### config.mk
export PLATFORM = sky130hd
export DESIGN_NAME = store_buffer_flat
export DESIGN_NICKNAME = d
export VERILOG_FILES = /design/src/rtl/mips_core_pkg.sv /design/src/rtl/store_buffer_if.sv /design/src/rtl/store_buffer_match.sv /design/src/rtl/store_buffer.sv /design/src/flat_wrapper.sv
export SDC_FILE = /design/constraint.sdc
export NUM_CORES = 1
export LEC_CHECK = 0
export CAP_MARGIN = 20
export CORE_ASPECT_RATIO = 1.5
export CORE_MARGIN = 4
export CORE_UTILIZATION = 64
export DETAILED_ROUTE_END_ITERATION = 8
export MAX_ROUTING_LAYER = met4
export PLACE_DENSITY = 0.88
export SYNTH_ARGS = -nofsm -noshare
export SYNTH_HDL_FRONTEND = slang
export SYNTH_SLANG_ARGS = --single-unit
### constraint.sdc
create_clock -name clk -period 7.9 [get_ports clk]
set_input_delay 1.58 -clock clk [delete_from_list [all_inputs] [get_ports clk]]
set_output_delay 1.58 -clock clk [all_outputs]
set_load 0.01 [all_outputs]
### src/rtl/mips_core_pkg.sv
// Shared core types: memory access kind and the store-buffer entry record.
// Width macros normally arrive from the core header; guarded defaults keep this file standalone.
`ifndef ADDR_WIDTH
`define ADDR_WIDTH 32
`endif
`ifndef DATA_WIDTH
`define DATA_WIDTH 32
`endif

package mips_core_pkg;
   typedef enum logic {
      READ  = 1'b0,
      WRITE = 1'b1
   } mem_access_type;

   typedef struct packed {
      logic [`ADDR_WIDTH-1:0] addr;
      logic [`DATA_WIDTH-1:0] data;
   } sb_entry_t;
endpackage

### src/rtl/store_buffer_if.sv
// EX-stage request, forwarding result and d-cache drain channel of the store buffer.
// Drain handshake: a write retires on a cycle where o_dc_valid and i_dc_ready are both high;
// o_dc_valid, o_dc_addr and o_dc_data stay stable until that cycle.
`ifndef ADDR_WIDTH
`define ADDR_WIDTH 32
`endif
`ifndef DATA_WIDTH
`define DATA_WIDTH 32
`endif

interface store_buffer_if;
   import mips_core_pkg::*;

   logic                    i_valid;
   mem_access_type          i_mem_action;
   logic [`ADDR_WIDTH-1:0]  i_addr;
   logic [`DATA_WIDTH-1:0]  i_data;
   logic                    o_stall;
   logic                    o_fwd_hit;
   logic [`DATA_WIDTH-1:0]  o_fwd_data;
   logic                    o_dc_valid;
   logic [`ADDR_WIDTH-1:0]  o_dc_addr;
   logic [`DATA_WIDTH-1:0]  o_dc_data;
   logic                    i_dc_ready;
   logic                    o_empty;

   modport master (
      output i_valid, i_mem_action, i_addr, i_data, i_dc_ready,
      input  o_stall, o_fwd_hit, o_fwd_data, o_dc_valid, o_dc_addr, o_dc_data, o_empty
   );

   modport slave (
      input  i_valid, i_mem_action, i_addr, i_data, i_dc_ready,
      output o_stall, o_fwd_hit, o_fwd_data, o_dc_valid, o_dc_addr, o_dc_data, o_empty
   );
endinterface

### src/rtl/store_buffer_match.sv
// Youngest-match search over the occupied store-buffer entries for load forwarding.
// Walks from head toward tail so a later (younger) match overrides an older one.
`ifndef ADDR_WIDTH
`define ADDR_WIDTH 32
`endif
`ifndef DATA_WIDTH
`define DATA_WIDTH 32
`endif

module store_buffer_match
   import mips_core_pkg::*;
#(
   parameter int DEPTH = 4,
   localparam int PW = $clog2(DEPTH)
) (
   input  sb_entry_t [DEPTH-1:0]   entries,
   input  logic [DEPTH-1:0]        occupied,
   input  logic [PW-1:0]           head,
   input  logic [PW:0]             count,
   input  logic                    enable,
   input  logic [`ADDR_WIDTH-1:0]  addr,
   output logic                    hit,
   output logic [`DATA_WIDTH-1:0]  data
);

   always_comb begin
      hit  = 1'b0;
      data = '0;
      for (int i = 0; i < DEPTH; i++) begin
         if (enable && ((PW+1)'(i) < count) && occupied[head + PW'(i)] &&
             (entries[head + PW'(i)].addr == addr)) begin
            hit  = 1'b1;
            data = entries[head + PW'(i)].data;
         end
      end
   end

endmodule

### src/rtl/store_buffer.sv
// Circular store buffer between EX and the d-cache: queues stores, drains them in
// program order and forwards the youngest matching store to loads in the same cycle.
`ifndef ADDR_WIDTH
`define ADDR_WIDTH 32
`endif
`ifndef DATA_WIDTH
`define DATA_WIDTH 32
`endif

module store_buffer
   import mips_core_pkg::*;
#(
   parameter int DEPTH = 4
) (
   input  logic                   clk,
   input  logic                   rst,
   store_buffer_if.slave          sb,
   output logic [$clog2(DEPTH):0] dbg_count
);

   localparam int PW = $clog2(DEPTH);
   localparam logic [PW:0] FULL = (PW+1)'(DEPTH);

   sb_entry_t [DEPTH-1:0]  entries;
   logic [DEPTH-1:0]       occupied;
   logic [PW-1:0]          head;
   logic [PW-1:0]          tail;
   logic [PW:0]            count;
   logic                   is_write;
   logic                   is_read;
   logic                   pop;
   logic                   push;
   logic                   fwd_hit;
   logic [`DATA_WIDTH-1:0] fwd_data;

   assign is_write = sb.i_valid && (sb.i_mem_action == WRITE);
   assign is_read  = sb.i_valid && (sb.i_mem_action == READ);
   assign pop      = (count != '0) && sb.i_dc_ready;
   // A full buffer still takes a store when the head retires in the same cycle.
   assign push     = is_write && ((count != FULL) || pop);

   always_ff @(posedge clk or posedge rst) begin
      if (rst) begin
         head     <= '0;
         tail     <= '0;
         count    <= '0;
         occupied <= '0;
      end else begin
         if (pop) begin
            head           <= head + PW'(1);
            occupied[head] <= 1'b0;
         end
         // When full with push and pop together, tail equals head and the set must win.
         if (push) begin
            tail           <= tail + PW'(1);
            occupied[tail] <= 1'b1;
         end
         case ({push, pop})
            2'b10:   count <= count + (PW+1)'(1);
            2'b01:   count <= count - (PW+1)'(1);
            default: count <= count;
         endcase
      end
   end

   // Entry payloads carry no reset; occupancy alone decides whether they are live.
   always_ff @(posedge clk) begin
      if (push) begin
         entries[tail] <= '{addr: sb.i_addr, data: sb.i_data};
      end
   end

   store_buffer_match #(.DEPTH(DEPTH)) u_match (
      .entries  (entries),
      .occupied (occupied),
      .head     (head),
      .count    (count),
      .enable   (is_read),
      .addr     (sb.i_addr),
      .hit      (fwd_hit),
      .data     (fwd_data)
   );

   assign sb.o_stall    = is_write && (count == FULL) && !pop;
   assign sb.o_fwd_hit  = fwd_hit;
   assign sb.o_fwd_data = fwd_data;
   assign sb.o_dc_valid = (count != '0);
   assign sb.o_dc_addr  = entries[head].addr;
   assign sb.o_dc_data  = entries[head].data;
   assign sb.o_empty    = (count == '0);
   assign dbg_count     = count;

endmodule

### src/flat_wrapper.sv
// flat-port wrapper written by rule: the top's interface ports become plain ports
module store_buffer_flat import mips_core_pkg::*;
#(
   parameter int DEPTH = 4
)
  (clk, rst, dbg_count, sb_i_valid, sb_i_mem_action, sb_i_addr, sb_i_data, sb_i_dc_ready, sb_o_stall, sb_o_fwd_hit, sb_o_fwd_data, sb_o_dc_valid, sb_o_dc_addr, sb_o_dc_data, sb_o_empty);
  store_buffer_if sb_i ();
  input  logic clk;
  input  logic rst;
  output logic [$clog2(DEPTH):0] dbg_count;
  input wire logic [$bits(sb_i.i_valid)-1:0] sb_i_valid;
  input wire logic [$bits(sb_i.i_mem_action)-1:0] sb_i_mem_action;
  input wire logic [$bits(sb_i.i_addr)-1:0] sb_i_addr;
  input wire logic [$bits(sb_i.i_data)-1:0] sb_i_data;
  input wire logic [$bits(sb_i.i_dc_ready)-1:0] sb_i_dc_ready;
  output wire logic [$bits(sb_i.o_stall)-1:0] sb_o_stall;
  output wire logic [$bits(sb_i.o_fwd_hit)-1:0] sb_o_fwd_hit;
  output wire logic [$bits(sb_i.o_fwd_data)-1:0] sb_o_fwd_data;
  output wire logic [$bits(sb_i.o_dc_valid)-1:0] sb_o_dc_valid;
  output wire logic [$bits(sb_i.o_dc_addr)-1:0] sb_o_dc_addr;
  output wire logic [$bits(sb_i.o_dc_data)-1:0] sb_o_dc_data;
  output wire logic [$bits(sb_i.o_empty)-1:0] sb_o_empty;
  assign sb_i.i_valid = sb_i_valid;
  assign sb_i.i_mem_action = sb_i_mem_action;
  assign sb_i.i_addr = sb_i_addr;
  assign sb_i.i_data = sb_i_data;
  assign sb_i.i_dc_ready = sb_i_dc_ready;
  assign sb_o_stall = sb_i.o_stall;
  assign sb_o_fwd_hit = sb_i.o_fwd_hit;
  assign sb_o_fwd_data = sb_i.o_fwd_data;
  assign sb_o_dc_valid = sb_i.o_dc_valid;
  assign sb_o_dc_addr = sb_i.o_dc_addr;
  assign sb_o_dc_data = sb_i.o_dc_data;
  assign sb_o_empty = sb_i.o_empty;
  store_buffer #(.DEPTH(DEPTH)) u_core (.clk(clk), .rst(rst), .sb(sb_i), .dbg_count(dbg_count));
endmodule
* Word level (Yosys, flattened, before mapping)
Cells that the tools add are included.
Storage, ports and cells: bits in registers 267, output and inout port bits 103, logic and storage cells 100
Cells by class: add/sub/neg operators 6, $lt $le $gt $ge 11, eq/ne operators 8, multiplexer cells 34, bitwise gates (word level) 4, reduce and logical (&&, ||, !) cells 25
Operator list (count):
- 64-bit binary-select mux with 2-bit select | 4
- 64-bit two-way mux | 5
- 256-bit bitwise mux | 1
- 64-bit demux with 2-bit select | 1
- 32-bit == test | 4
- 32-bit two-way mux | 4
- 1-bit logical AND | 20
- 2-bit by 3-bit < comparator with 1-bit output (second input constant) | 5
- 1-bit two-way mux | 10
- 1-bit binary-select mux with 2-bit select | 4
- 4-bit two-way mux | 2
- 1-bit by 3-bit < comparator with 1-bit output (first input constant) | 2
- 2-bit by 3-bit < comparator with 1-bit output (first input constant) | 2
- 3-bit one-hot mux with 2 select lines | 1
- 2-bit by 1-bit adder with 2-bit output (second input constant) | 2
- 2-bit adder (second input constant) | 2
- 4-bit bitwise AND | 1
- 1-bit demux with 2-bit select | 2
- 2-bit by 1-bit greater-or-equal comparator with 1-bit output (second input constant) | 2
- 4-bit NOT | 1
- 4-bit OR | 1
- 3-bit by 1-bit adder with 3-bit output (second input constant) | 1
- 3-bit == test (second input constant) | 1
- 3-bit zero test | 1
- 9 further kinds | 9

* Logic depth before layout (Yosys ltp)
depth after elaboration 9, depth in mapped cells 21, mapped depth without buffers 10

* Modules after synthesis
From an unflattened synthesis, not the netlist that was laid out.
Second synthesis, totals: cell total of the unflattened synthesis 1442, area, all modules 19219.7 um^2
Modules (own cells, without submodules):
- store_buffer | instances 1, cells each 396, area each 9864.5 um^2, seq. area each 7962.6 um^2
- store_buffer_match | instances 1, cells each 1046, area each 9355.2 um^2, seq. area each 0.0 um^2

* Worst setup path after synthesis
Ideal clock, no wire load.
path type reg-to-output, start register u_core.head[1], end output sb_o_fwd_data[22], arrival 4343 ps, data required time 6320 ps, path slack 1977 ps, cell stages (with the launch flop) 20, path buffers 11, cell sequence dfrtp_1 buf_4 buf_2 buf_2 buf_2 buf_1 inv_1 ha_1 buf_6 buf_8 buf_8 buf_6 mux4_2 xor2_1 nor4_1 nand4_1 or4_4 buf_6 buf_4 a31oi_1
Between the ends: longest elaborated chain between the ends 8, elaborated cells between the ends (all ways) 35, those cells by class 3 x add/sub; 4 x eq/ne; 20 x mux; 8 x reduce/logical
Ends and longest elaborated chain:
- start: declaration | line store_buffer.sv:26 | logic [PW-1:0] head;
- start signal: assignment | line store_buffer.sv:50 | head <= head + PW'(1);
- 2-bit by 1-bit adder with 2-bit output, or another cell as far along | line store_buffer_match.sv:30, store_buffer_match.sv:31, store_buffer_match.sv:33
- 64-bit binary-select mux with 2-bit select, or another cell as far along | line store_buffer_match.sv:31, store_buffer_match.sv:33
- 64-bit two-way mux (not written as such), or another cell as far along | line store_buffer_match.sv:33 | data = entries[head + PW'(i)].data;
- 32-bit == test / 1-bit logical AND (equally long branches) | line store_buffer_match.sv:31, store_buffer_match.sv:30
- 1-bit logical AND / 32-bit two-way mux (equally long branches) | line store_buffer_match.sv:30 | if (enable && ((PW+1)'(i) < count) && occupied[head + PW'(i)] &&
- 32-bit two-way mux (2 in series) | line store_buffer_match.sv:30
- 32-bit two-way mux (*) | line store_buffer_match.sv:30
- end: declaration | line flat_wrapper.sv:18 | output wire logic [$bits(sb_i.o_fwd_data)-1:0] sb_o_fwd_data;
Every way passes the cells marked *; elsewhere a longest branch is shown, timed or not. The select of a mux whose other input is x is not followed.

* Worst setup path after layout
start register u_core.head[0], end output sb_o_fwd_data[24]
Same word-level chain as after synthesis.

==> flow_metrics.tcl <==
set metrics [dict create \
    drive_gt1_frac 0.256 \
    root_buffer "clkbuf_16" \
    synth_cell_type_count 61 \
    final_hold_viol_count 0 \
    cts_buffers 25 \
    worstMarginPinSlew_ns 1.02 \
    endpoint_kind "primary output" \
    die_w_um 146 \
    p_sw_mw 2.83 \
    clk_pin_slew_ns 0.07 \
    cp-start-kind "register" \
    yosys.area.top_type "edfxtp_1" \
    irDropWorstVdd_uv 301 \
    die_area_um2 31600 \
    slew_headroom 0.320 \
    period_minus_slack_ns 7.18 \
    rsz0062_at_grt "false" \
    io_pins 172 \
    start_util 0.654 \
    cts_buffer_depth 3 \
    finalSetupViolations 0 \
    status "complete, no violations" \
    r2r_slack_ns 4.84 \
    fin_crit_sh 0.908 \
    synthTopCellsByArea "edfxtp_1 42%, mux4_2 28%, mux2i_1 3.8%, xnor2_1 3.7%, nor4b_2 2.4%" \
    htree_levels 1 \
    syn_inst 1223 \
    yosys_warnings 0 \
    final_nets 1410 \
    syn-num-nets 1305 \
    grt_max_degree 156 \
    rows 75 \
    hold_path_class "reg2reg" \
    viasPerCell 7.26 \
    power_mw 7.65 \
    seqPwrFrac 0.247 \
    ys_ff_latch 267 \
    max_freq_ghz 0.139 \
    yosysSeqAreaShare 0.432 \
    core_um2 28200 \
    clockPowerShare 0.159 \
    drc_errors 0 \
    cts_tree "done" \
    drv_slew 0 \
    final_antenna_net_count 0 \
    worstPathArrival_ns 5.60 \
    cap_violations 0 \
    dp_hpwl_um 30700 \
    post_cts_buffers 0 \
    p_per_area_nw_per_um2 366 \
    wl_um 46000 \
    drt_first_iter_violations 1094 \
    worstPathRequired_ns 6.32 \
    pwr-share-comb 0.593 \
    skew_ns 0.0155 \
    grt-ovfl-total 0 \
    area_growth_pct 13.5 \
    grt_pass1_wl_um 70700 \
    cts_resized 0 \
    cts_sinks 267 \
    track_usage 0.296 \
    place_congestion 0.985 \
    ys_async_sr_fraction 0.0412 \
    die_y_um 216 \
    leakagePower_nw 6.64 \
    grt_pass1_vias 12100 \
    clkLatencyLatePin_ns 0.53 \
    avgSynthCellArea_um2 15.1 \
    fin_tns_setup_ns 0 \
    io_buffer_count 171 \
    synth_top_area_share 0.417 \
    synth-edff-count 256 \
    wire_per_inst_um 27.2 \
    cts_hold_buf 0 \
    cp_max_fo 65 \
    num_vias 12300 \
    yosys_most_used_dff "edfxtp_1" \
    switching_share 0.370 \
    antenna_found_initial 2 \
    intPower_mw 4.82 \
    crit_type "reg2out" \
    first_pass_iters 5 \
    synth_area_um2 18400 \
]
==> logic make-up after synthesis <==
group,count (synthesis),share of synthesized area
buffers and inverters,133,0.0417
AND/OR/NAND/NOR,256,0.0898
multiplexers,310,0.327
adder cells (fa/ha/maj),13,0.00883
AO/OA/AOI/OAI,130,0.0461
XOR/XNOR,114,0.0542
flip-flops,267,0.432
==> worst max-delay path, cell delays in order, from the launching register on <==
cell,delay [ns]
dfrtp_4,0.65
inv_2,0.10
ha_4,0.77
buf_4,0.38
mux4_2,0.35
xor2_1,0.17
nor4_1,0.71
nand4_1,0.15
or4_4,0.78
a31oi_1,0.33
clkdlybuf4s50_1,0.59
==> state kept, by name (all words and copies together), names as in the netlist <==
signal            cells
u_core.dbg_count      3
u_core.entries      256
u_core.head           2
u_core.occupied       4
u_core.tail           2
==> through the flow <==
step	hold WS (ns)	instance area [um2]	setup WS, ns	std cells	utilization
6_report	0.598	20900	0.723	1692	0.742
5_1_grt	0.614	20900	0.556	1692	0.742
4_1_cts	0.581	20900	0.751	1690	0.742
3_5_place_dp	0.573	20100	1.18	1647	0.713
3_3_place_gp	0.550	20100	1.20	1647	0.713
2_1_floorplan	0.495	18400	1.98	1223	-
==> final timing paths <==
| kind | start | end | depth (start not counted) |
|---|---|---|---|
| max | u_core.head[0] | sb_o_fwd_data[24] | 10 |
| min | u_core.occupied[0] | u_core.occupied[0] | 1 |
| max reg2reg | u_core.dbg_count[0] | u_core.entries[103] | 6 |
| min reg2reg | u_core.occupied[0] | u_core.occupied[0] | 1 |
| max in group asynchronous | rst | u_core.head[0] | 2 |
| min in group asynchronous | rst | u_core.occupied[2] | 2 |
==> Yosys cell counts, types with 3 or more instances <==
master	count
nand4_1	20
clkbuf_1	36
nand3_1	11
nand2b_1	39
o21ai_1	30
nor4b_2	29
nor4b_1	4
dfrtp_1	11
xnor2_1	78
o221ai_1	3
nor2b_1	32
mux2i_1	69
nand2_1	45
buf_8	4
nor4_1	9
o21ai_0	11
edfxtp_1	256
a21o_1	5
ha_1	13
and2_1	5
a21oi_1	9
buf_1	13
a311oi_1	4
xor2_1	36
mux4_2	230
nor2_1	45
a31oi_1	32
inv_1	17
mux2_2	9
o2111ai_1	4
a22oi_1	3
o22ai_1	5
and2b_1	3
buf_6	18
nor3_1	4
buf_4	13
a221oi_1	6
buf_2	30
==> cells in the final DEF, fill, tap and decap left out, types with 11 or more instances in the layout <==
cell / netlist / routed
nand4_1: 20 / 20
mux4_2: 230 / 230
o21ai_1: 30 / 30
nor2b_1: 32 / 32
xnor2_1: 78 / 78
clkbuf_16: 0 / 25
clkdlybuf4s50_1: 0 / 171
nand3_1: 11 / 11
a31oi_1: 32 / 32
edfxtp_1: 256 / 256
nor2_1: 45 / 45
buf_4: 13 / 20
o21ai_0: 11 / 11
xor2_1: 36 / 36
inv_1: 17 / 17
mux2i_1: 69 / 69
nand2_1: 45 / 45
nor4b_2: 29 / 29
ha_1: 13 / 12
nand2b_1: 39 / 39
==> layer usage <==
layer,GRT usage,vias to the layer above,share of wire
met5,-,-,0
met4,0.131,0,0.049
met3,0.0294,99,0.073
met2,0.498,693,0.52
met1,0.368,6287,0.36
li1,-,5206,-
==> power by group through the flow <==
stage | clock (mW) | combinational, mW | sequential (mW)
6_report | 1.22 | 4.54 | 1.89
5_1_grt | 1.30 | 4.82 | 1.91
4_1_cts | 1.24 | 4.55 | 1.89
3_5_place_dp | 0 | 4.52 | 1.92
3_3_place_gp | 0 | 4.47 | 1.90
2_1_floorplan | 0 | 3.49 | 1.86
==> layout make-up <==
| cell class | count | area [um2] |
|---|---|---|
| Clock inverter | 16 | 178 |
| Fill cell | 1788 | 7250 |
| Inverter | 18 | 67.6 |
| Tap cell | 346 | 433 |
| Sequential cell | 267 | 7970 |
| Clock buffer | 27 | 633 |
| Antenna cell | 2 | 5.00 |
| Timing Repair Buffer | 193 | 1900 |
| Multi-Input combinational cell | 823 | 9710 |
No activity file was read; power rests on OpenSTA's default activity.
